==> src/rtl/sync_debounce_edge.sv <==
// ---------------------------------------------------------------------------
// sync_debounce_edge
//
// Debounces an already-synchronized level and reports accepted transitions.
// A new input value must be sampled on STABLE consecutive rising edges before
// it is accepted. Shorter runs are discarded as glitches. Each accepted
// transition produces a one-cycle rise/fall strobe and bumps a wrapping
// event counter.
//
// Parameters:
//   STABLE   consecutive identical samples needed to accept a transition (>= 2)
//   CNT_W    width of edge_cnt
//
// Ports:
//   clk       in   system clock, all logic on the rising edge
//   rst       in   synchronous active-high reset (highest priority)
//   sig_in    in   synchronized input level
//   cnt_clr   in   synchronous clear of edge_cnt (an edge in the same cycle
//                  still counts, leaving edge_cnt = 1)
//   level     out  debounced level, registered
//   rise      out  one-cycle strobe on an accepted 0->1 transition
//   fall      out  one-cycle strobe on an accepted 1->0 transition
//   edge_cnt  out  accepted-transition count, wraps modulo 2^CNT_W
//   busy      out  high while a transition is being qualified
// ---------------------------------------------------------------------------
module sync_debounce_edge #(
    parameter int STABLE = 4,
    parameter int CNT_W  = 8
) (
    input  logic             clk,
    input  logic             rst,
    input  logic             sig_in,
    input  logic             cnt_clr,
    output logic             level,
    output logic             rise,
    output logic             fall,
    output logic [CNT_W-1:0] edge_cnt,
    output logic             busy
);

    localparam int QW = $clog2(STABLE + 1);

    localparam logic [1:0] LOW      = 2'd0;
    localparam logic [1:0] RISE_CHK = 2'd1;
    localparam logic [1:0] HIGH     = 2'd2;
    localparam logic [1:0] FALL_CHK = 2'd3;

    // The entry edge loads q_cnt = 1. The transition is accepted on the edge
    // that sees q_cnt = STABLE-1, which is the STABLE-th matching sample.
    localparam logic [QW-1:0] Q_ZERO = '0;
    localparam logic [QW-1:0] Q_ONE  = QW'(1);
    localparam logic [QW-1:0] Q_LAST = QW'(STABLE - 1);

    localparam logic [CNT_W-1:0] CNT_ONE = CNT_W'(1);

    logic [1:0]    state;
    logic [1:0]    state_nxt;
    logic [QW-1:0] q_cnt;
    logic [QW-1:0] q_nxt;
    logic          acc_rise;
    logic          acc_fall;

    // Next-state logic.
    always_comb begin
        // NOTE: every variable assigned here gets a default first, so no path
        // leaves it unassigned and no latch is inferred.
        state_nxt = state;
        q_nxt     = q_cnt;
        acc_rise  = 1'b0;
        acc_fall  = 1'b0;

        case (state)
            LOW: begin
                if (sig_in) begin
                    state_nxt = RISE_CHK;
                    q_nxt     = Q_ONE;
                end
            end

            RISE_CHK: begin
                if (!sig_in) begin
                    // Glitch: drop back without a strobe or a count.
                    state_nxt = LOW;
                    q_nxt     = Q_ZERO;
                end else if (q_cnt == Q_LAST) begin
                    state_nxt = HIGH;
                    q_nxt     = Q_ZERO;
                    acc_rise  = 1'b1;
                end else begin
                    q_nxt = q_cnt + Q_ONE;
                end
            end

            HIGH: begin
                if (!sig_in) begin
                    state_nxt = FALL_CHK;
                    q_nxt     = Q_ONE;
                end
            end

            FALL_CHK: begin
                if (sig_in) begin
                    state_nxt = HIGH;
                    q_nxt     = Q_ZERO;
                end else if (q_cnt == Q_LAST) begin
                    state_nxt = LOW;
                    q_nxt     = Q_ZERO;
                    acc_fall  = 1'b1;
                end else begin
                    q_nxt = q_cnt + Q_ONE;
                end
            end

            default: begin
                state_nxt = LOW;
                q_nxt     = Q_ZERO;
            end
        endcase
    end

    // State, qualification counter and registered outputs.
    always_ff @(posedge clk) begin
        // NOTE: sequential state uses non-blocking assignments only, so every
        // register samples values from before this edge regardless of order.
        if (rst) begin
            state    <= LOW;
            q_cnt    <= Q_ZERO;
            level    <= 1'b0;
            rise     <= 1'b0;
            fall     <= 1'b0;
            edge_cnt <= '0;
        end else begin
            state <= state_nxt;
            q_cnt <= q_nxt;
            rise  <= acc_rise;
            fall  <= acc_fall;

            if (acc_rise) begin
                level <= 1'b1;
            end else if (acc_fall) begin
                level <= 1'b0;
            end

            // Clear takes effect first, then the same-cycle edge is counted.
            if (cnt_clr) begin
                edge_cnt <= (acc_rise || acc_fall) ? CNT_ONE : '0;
            end else if (acc_rise || acc_fall) begin
                edge_cnt <= edge_cnt + CNT_ONE;
            end
        end
    end

    // Decoded straight from the state register; no path from sig_in.
    assign busy = (state == RISE_CHK) || (state == FALL_CHK);

endmodule
==> config.mk <==
export PLATFORM = sky130hd
export DESIGN_NAME = sync_debounce_edge
export DESIGN_NICKNAME = d
export VERILOG_FILES = /design/src/rtl/sync_debounce_edge.sv
export SDC_FILE = /design/constraint.sdc
export NUM_CORES = 1
export LEC_CHECK = 0
export CORE_MARGIN = 5
export CORE_UTILIZATION = 45
export DETAILED_ROUTE_END_ITERATION = 12
export PLACE_DENSITY_LB_ADDON = 0.25
export SLEW_MARGIN = 20
export SYNTH_ARGS = -nofsm -noshare
export SYNTH_HDL_FRONTEND = slang
export SYNTH_SLANG_ARGS = --single-unit
export TNS_END_PERCENT = 5
==> constraint.sdc <==
create_clock -name clk -period 1.6 [get_ports clk]
set_input_delay 0.32 -clock clk [delete_from_list [all_inputs] [get_ports clk]]
set_output_delay 0.32 -clock clk [all_outputs]
set_load 0.05 [all_outputs]
# == Word-level counts from Yosys, hierarchy flattened ==
# Index checks and enable logic that the tools add are counted.
# totals
out_inout_bits,12
ff_bits,16
in_bits,4
elab_cells,46
# op_classes
n_reduce_logical,7
n_eq_ne,8
mux,23
add_sub_neg,2
# ops
op,count
two-way mux 8 bit,2
two-way mux 3 bit,5
two-way mux 2 bit,6
case mux 3 bit (4 select lines),1
"adder 8 x 1 -> 8 bit, second input constant",1
two-way mux 1 bit,8
case mux 2 bit (4 select lines),1
"!= test 3 bit, second input constant",2
"== test 2 bit, second input constant",2
"!= test 2 bit, second input constant",2
AND reduction 4 bit,1
nonzero test 2 bit,2
"adder 3 x 1 -> 3 bit, second input constant",1
"== test 3 x 2 -> 1 bit, second input constant",1
"== test 2 x 1 -> 1 bit, second input constant",1
zero test 2 bit,1
logical OR 1 bit,2
AND reduction 2 bit,1

# == Longest topological paths before layout ==
# logic_depth
word_depth,7
mapped_depth,5
depth_no_buf,4

# == Least setup slack after synthesis ==
# OpenSTA, ideal clock, no wires.
# synth_path
kind,reg-to-reg
startpoint,reg edge_cnt[1]
endpoint,reg edge_cnt[6]
path_stages_with_launch,5
required_time_ns,1.530
n_path_buf,0
setup_slack_ns,-0.149
arrival_time_ns,1.679
cell_sequence,dfxtp_1 > ha_1 > nand4b_1 > or4_1 > a21oi_1
# synth_between
elab_chain_cells,3
# synth_lines
item,line,text
"start, declared",37,"output logic [CNT_W-1:0] edge_cnt,"
"start signal, assigned",146,edge_cnt <= (acc_rise || acc_fall) ? CNT_ONE : '0;
"start signal, assigned",148,edge_cnt <= edge_cnt + CNT_ONE;
adder 8 x 1 -> 8 bit,148,
two-way mux 8 bit,147,end else if (acc_rise || acc_fall) begin
two-way mux 8 bit,145,if (cnt_clr) begin
# Every way passes these cells. The select of a mux whose other input is x is not followed.
# A chain may end at the register's enable or synchronous reset.

# == Worst setup path in the final report ==
# layout_path
startpoint,reg q_cnt[0]
endpoint,reg edge_cnt[4]
# layout_between
elab_chain_cells,6
word_cells_on_any_way,8
cone_classes,eq/ne (1); mux (5); reduce/logical (2)
# layout_lines
item,line,text
"start, declared",58,logic [QW-1:0] q_cnt;
"start signal, assigned",134,q_cnt <= q_nxt;
== test 3 x 2 -> 1 bit *,"85, 105",
two-way mux 1 bit *,"85, 105",
"two-way mux 1 bit, on equally long branches","81, 102",
two-way mux 1 bit,72,case (state)
logical OR 1 bit *,147,
nonzero test 2 bit (no source line) *,-,
# Mark *: on every way between the ends. The rest lies on a longest branch, timed or not.

==> load_flow_metrics.sql <==
INSERT INTO impl_metrics (metric_group, metric, value, unit) VALUES
('finish', 'drive_gt1_share', '33.3', '%'),
('setup_path', 'max_stage_delay', '0.50', 'ns'),
('logic_synthesis', 'synth-main-ff-cell', 'dfxtp_1', ''),
('setup_path', 'start_kind', 'register', ''),
('grt', 'maximum_number_of_pins_on_one_net_before_global_route_repair', '10', ''),
('worst_hold_path', 'worstHoldPathCells', '1', ''),
('cts', 'clk_latency', '0.29', 'ns'),
('setup_path', 'setup.worst_path.end_class', 'register', ''),
('logic_synthesis', 'synthArstFlopShare', '0', '%'),
('logic_synthesis', 'synth.top_cell.area_share', '42.9', '%'),
('power', 'p_leak', '0.390', 'nW'),
('logic_synthesis', 'synth_top_area_cell', 'dfxtp_1', ''),
('power', 'reg_power_share', '53.8', '%'),
('logic_synthesis', 'netlist_top_cells_count', '16 x dfxtp_1, 10 x a21oi_1, 5 x nand2_1', ''),
('grt', 'grt_pass1_vias', '682', ''),
('finish', 'diodes', '0', ''),
('logic_synthesis', 'synth_warnings', '0', ''),
('power', 'power.share.clock', '36.1', '%'),
('route', 'drt-total-wl', '1800', 'µm'),
('sta', 'grt_setup_unrepaired', 'false', ''),
('setup_path', 'reg2reg_depth', '4', ''),
('cts', 'cts_tree', 'done', ''),
('route', 'antenna_violating_nets_post_route', '0', ''),
('route', 'route.detailed.wl_per_inst', '14.9', 'µm'),
('sta', 'skew', '0.00355', 'ns'),
('floorplanning', 'die-area', '0.00257', 'mm²'),
('setup_path', 'cp_num_buf_inv', '0', ''),
('setup_path', 'path_cells', 'ha_2 > nand4b_1 > or4_1 > a21oi_1', ''),
('floorplanning', 'start_util', '48.5', '%'),
('logic_synthesis', 'number_of_flops_mapped_to_enable_cells_by_yosys', '0', ''),
('cts', 'cts_root_buf', 'clkbuf_4', ''),
('placed_design', 'finalWeightedCongestion', '0.849', ''),
('grt', 'overflow_after_grt', '0', ''),
('setup_path', 'setup.reg_to_reg.worst_slack', '0.13', 'ns'),
('setup_path', 'r2r-start', 'q_cnt[0]', ''),
('grt', 'antenna_found_initial', '0', ''),
('route', 'dr_pass1_iterations', '4', ''),
('floorplanning', 'placementRows', '14', ''),
('sta', 'maxSlewViolCount', '0', ''),
('power', 'p_int', '0.580', 'mW'),
('floorplanning', 'num_io_pins', '16', ''),
('sta', 'fin_hold_ws', '0.471', 'ns'),
('cts', 'holdBufCountCts', '0', ''),
('sta', 'worst_pin_slew', '0.407', 'ns'),
('logic_synthesis', 'synth.yosys.seq_area_share', '42.9', '%'),
('sta', 'setup_viol_count_final', '0', ''),
('grt', 'grtUsageTotal', '14.9', '%'),
('logic_synthesis', 'syn_area', '747', 'µm²'),
('sta', 'layout_min_cycle_time', '1.47', 'ns'),
('power', 'power.density_cell_area', '723', 'mW/mm²'),
('power', 'p_sw', '0.183', 'mW'),
('sta', 'max_freq', '678', 'MHz'),
('setup_path', 'cpLargestDelayFamily', 'simple AND/OR/NAND/NOR gates', ''),
('placed_design', 'port_buffers', '15', ''),
('floorplanning', 'fp.dieW', '50.7', 'µm'),
('route', 'first_iter_violations', '10', ''),
('worst_hold_path', 'min_to', 'q_cnt[0]', ''),
('floorplanning', 'core', '0.00154', 'mm²'),
('floorplanning', 'dieHeight', '50.7', 'µm'),
('outcome', 'outcome', 'finished, final reports clean', ''),
('sta', 'timing.final.crit_share', '92.2', '%'),
('logic_synthesis', 'yosys.cell_count.top_type', 'dfxtp_1', ''),
('setup_path', 'critPathRequiredTime', '1.82', 'ns'),
('logic_synthesis', 'register_bit_count_reported_by_yosys', '16', ''),
('grt', 'grt_first_pass_wirelength', '3030', 'µm'),
('setup_path', 'crit_path_max_fanout', '5', ''),
('setup_path', 'r2r_end', 'edge_cnt[4]', ''),
('cts', 'cts_max_level', '1', ''),
('power', 'worst_ir_drop_vdd', '0.000576', 'V'),
('logic_synthesis', 'synthesized_netlist_net_count', '89', ''),
('logic_synthesis', 'synth_area_leaders', 'dfxtp_1 43%, a21oi_1 6.7%, ha_1 3.4%, or3_1 3.4%, o31ai_1 3.0%', '');
## metrics by stage
stage / TNS (ns) / setup WS (ns) / instance area [µm²] / power [mW] / util, %
finish: 0 / 0.125 / 1050 / 0.763 / 68.4
global route: 0 / 0.00961 / 1050 / 0.800 / 68.4
floorplan: 0 / 0.0582 / 749 / 0.459 / -
global placement: -1.20 / -0.159 / 998 / 0.492 / 64.8
CTS: 0 / 0.0510 / 1030 / 0.766 / 67.1
detailed placement: -1.88 / -0.212 / 998 / 0.494 / 64.8
## power by group through the flow
stage / sequential [mW] / clock, mW / combinational, mW
after global routing: 0.411 / 0.306 / 0.0827
final: 0.410 / 0.276 / 0.0771
after CTS: 0.409 / 0.281 / 0.0757
after detailed placement: 0.419 / 0 / 0.0756
after floorplan: 0.422 / 0 / 0.0375
after global placement: 0.418 / 0 / 0.0734
## placed cells by master (no fill, tap or decap), drive strengths merged, types with 2 or more instances in the layout
cell type      synthesis  layout
o21ai                  4       4
or2                    2       2
a21oi                 10      10
clkdlybuf4s50          0       3
or3                    4       4
nand4                  2       2
nand3                  4       4
mux2i                  2       2
nand2                  5       5
o31ai                  3       3
buf                    3      21
nor4b                  2       2
or4                    3       3
ha                     2       2
clkbuf                 3       4
nand2b                 2       2
nand3b                 2       2
dfxtp                 16      16
nor2                   2       2
## flip-flops by register name, summed over array words and instances, names as in the netlist, named ones only
name / flops
edge_cnt: 8
rise: 1
state: 1
q_cnt: 3
level: 1
fall: 1
## logic make-up (layout without fill, tap and decap cells)
kind of cell               after synthesis  count (layout)  synth area share, %
AOI/OAI and AO/OA                       20              20                 15.6
xor gates and xnor gates                 2               2                 2.35
adders and majority gates                2               2                 3.35
buffers and inverters                    7              29                 4.02
DFF                                     16              16                 42.9
muxes                                    2               2                 2.68
and+or+nand+nor                         34              34                 29.1
## area by class of cell
cell class / count / area (µm²)
multi-input combinational: 60 / 407
fill: 119 / 487
clock buffer: 4 / 36.3
timing repair buffer: 24 / 263
inverter: 1 / 3.75
tap: 16 / 20.0
sequential: 16 / 325
## worst register-to-register path, cell delays in order, from the launching register on
cell and delay (ns):
dfxtp_2 0.35, ha_2 0.21, nand4b_1 0.19, or4_1 0.50, a21oi_1 0.16
## worst max-delay path by stage
stage	depth (start not counted)	startpoint	end	slack, ns
6_report	4	q_cnt[0]	edge_cnt[4]	0.13
5_1_grt	4	q_cnt[0]	edge_cnt[4]	0.01
4_1_cts	4	q_cnt[0]	edge_cnt[4]	0.05
3_5_place_dp	5	sig_in	edge_cnt[2]	-0.21
3_3_place_gp	4	sig_in	edge_cnt[6]	-0.16
2_1_floorplan	4	edge_cnt[1]	edge_cnt[6]	0.06
## timing repair
item	CTS	global route
gates resized for setup	0	4
hold endpoints to repair	0	0
buffers inserted	0	1
endpoints found under the setup margin	0	5
## per-layer routing
layer  vias to the layer above  track usage [%]  share of wire (%)
met5                         -                0                  0
met4                         0             5.96               0.72
met1                       335             17.1                 44
met3                         2             5.03                5.6
li1                        353                -                  -
met2                        12             25.0                 50
(Power assumes the default switching activity.)
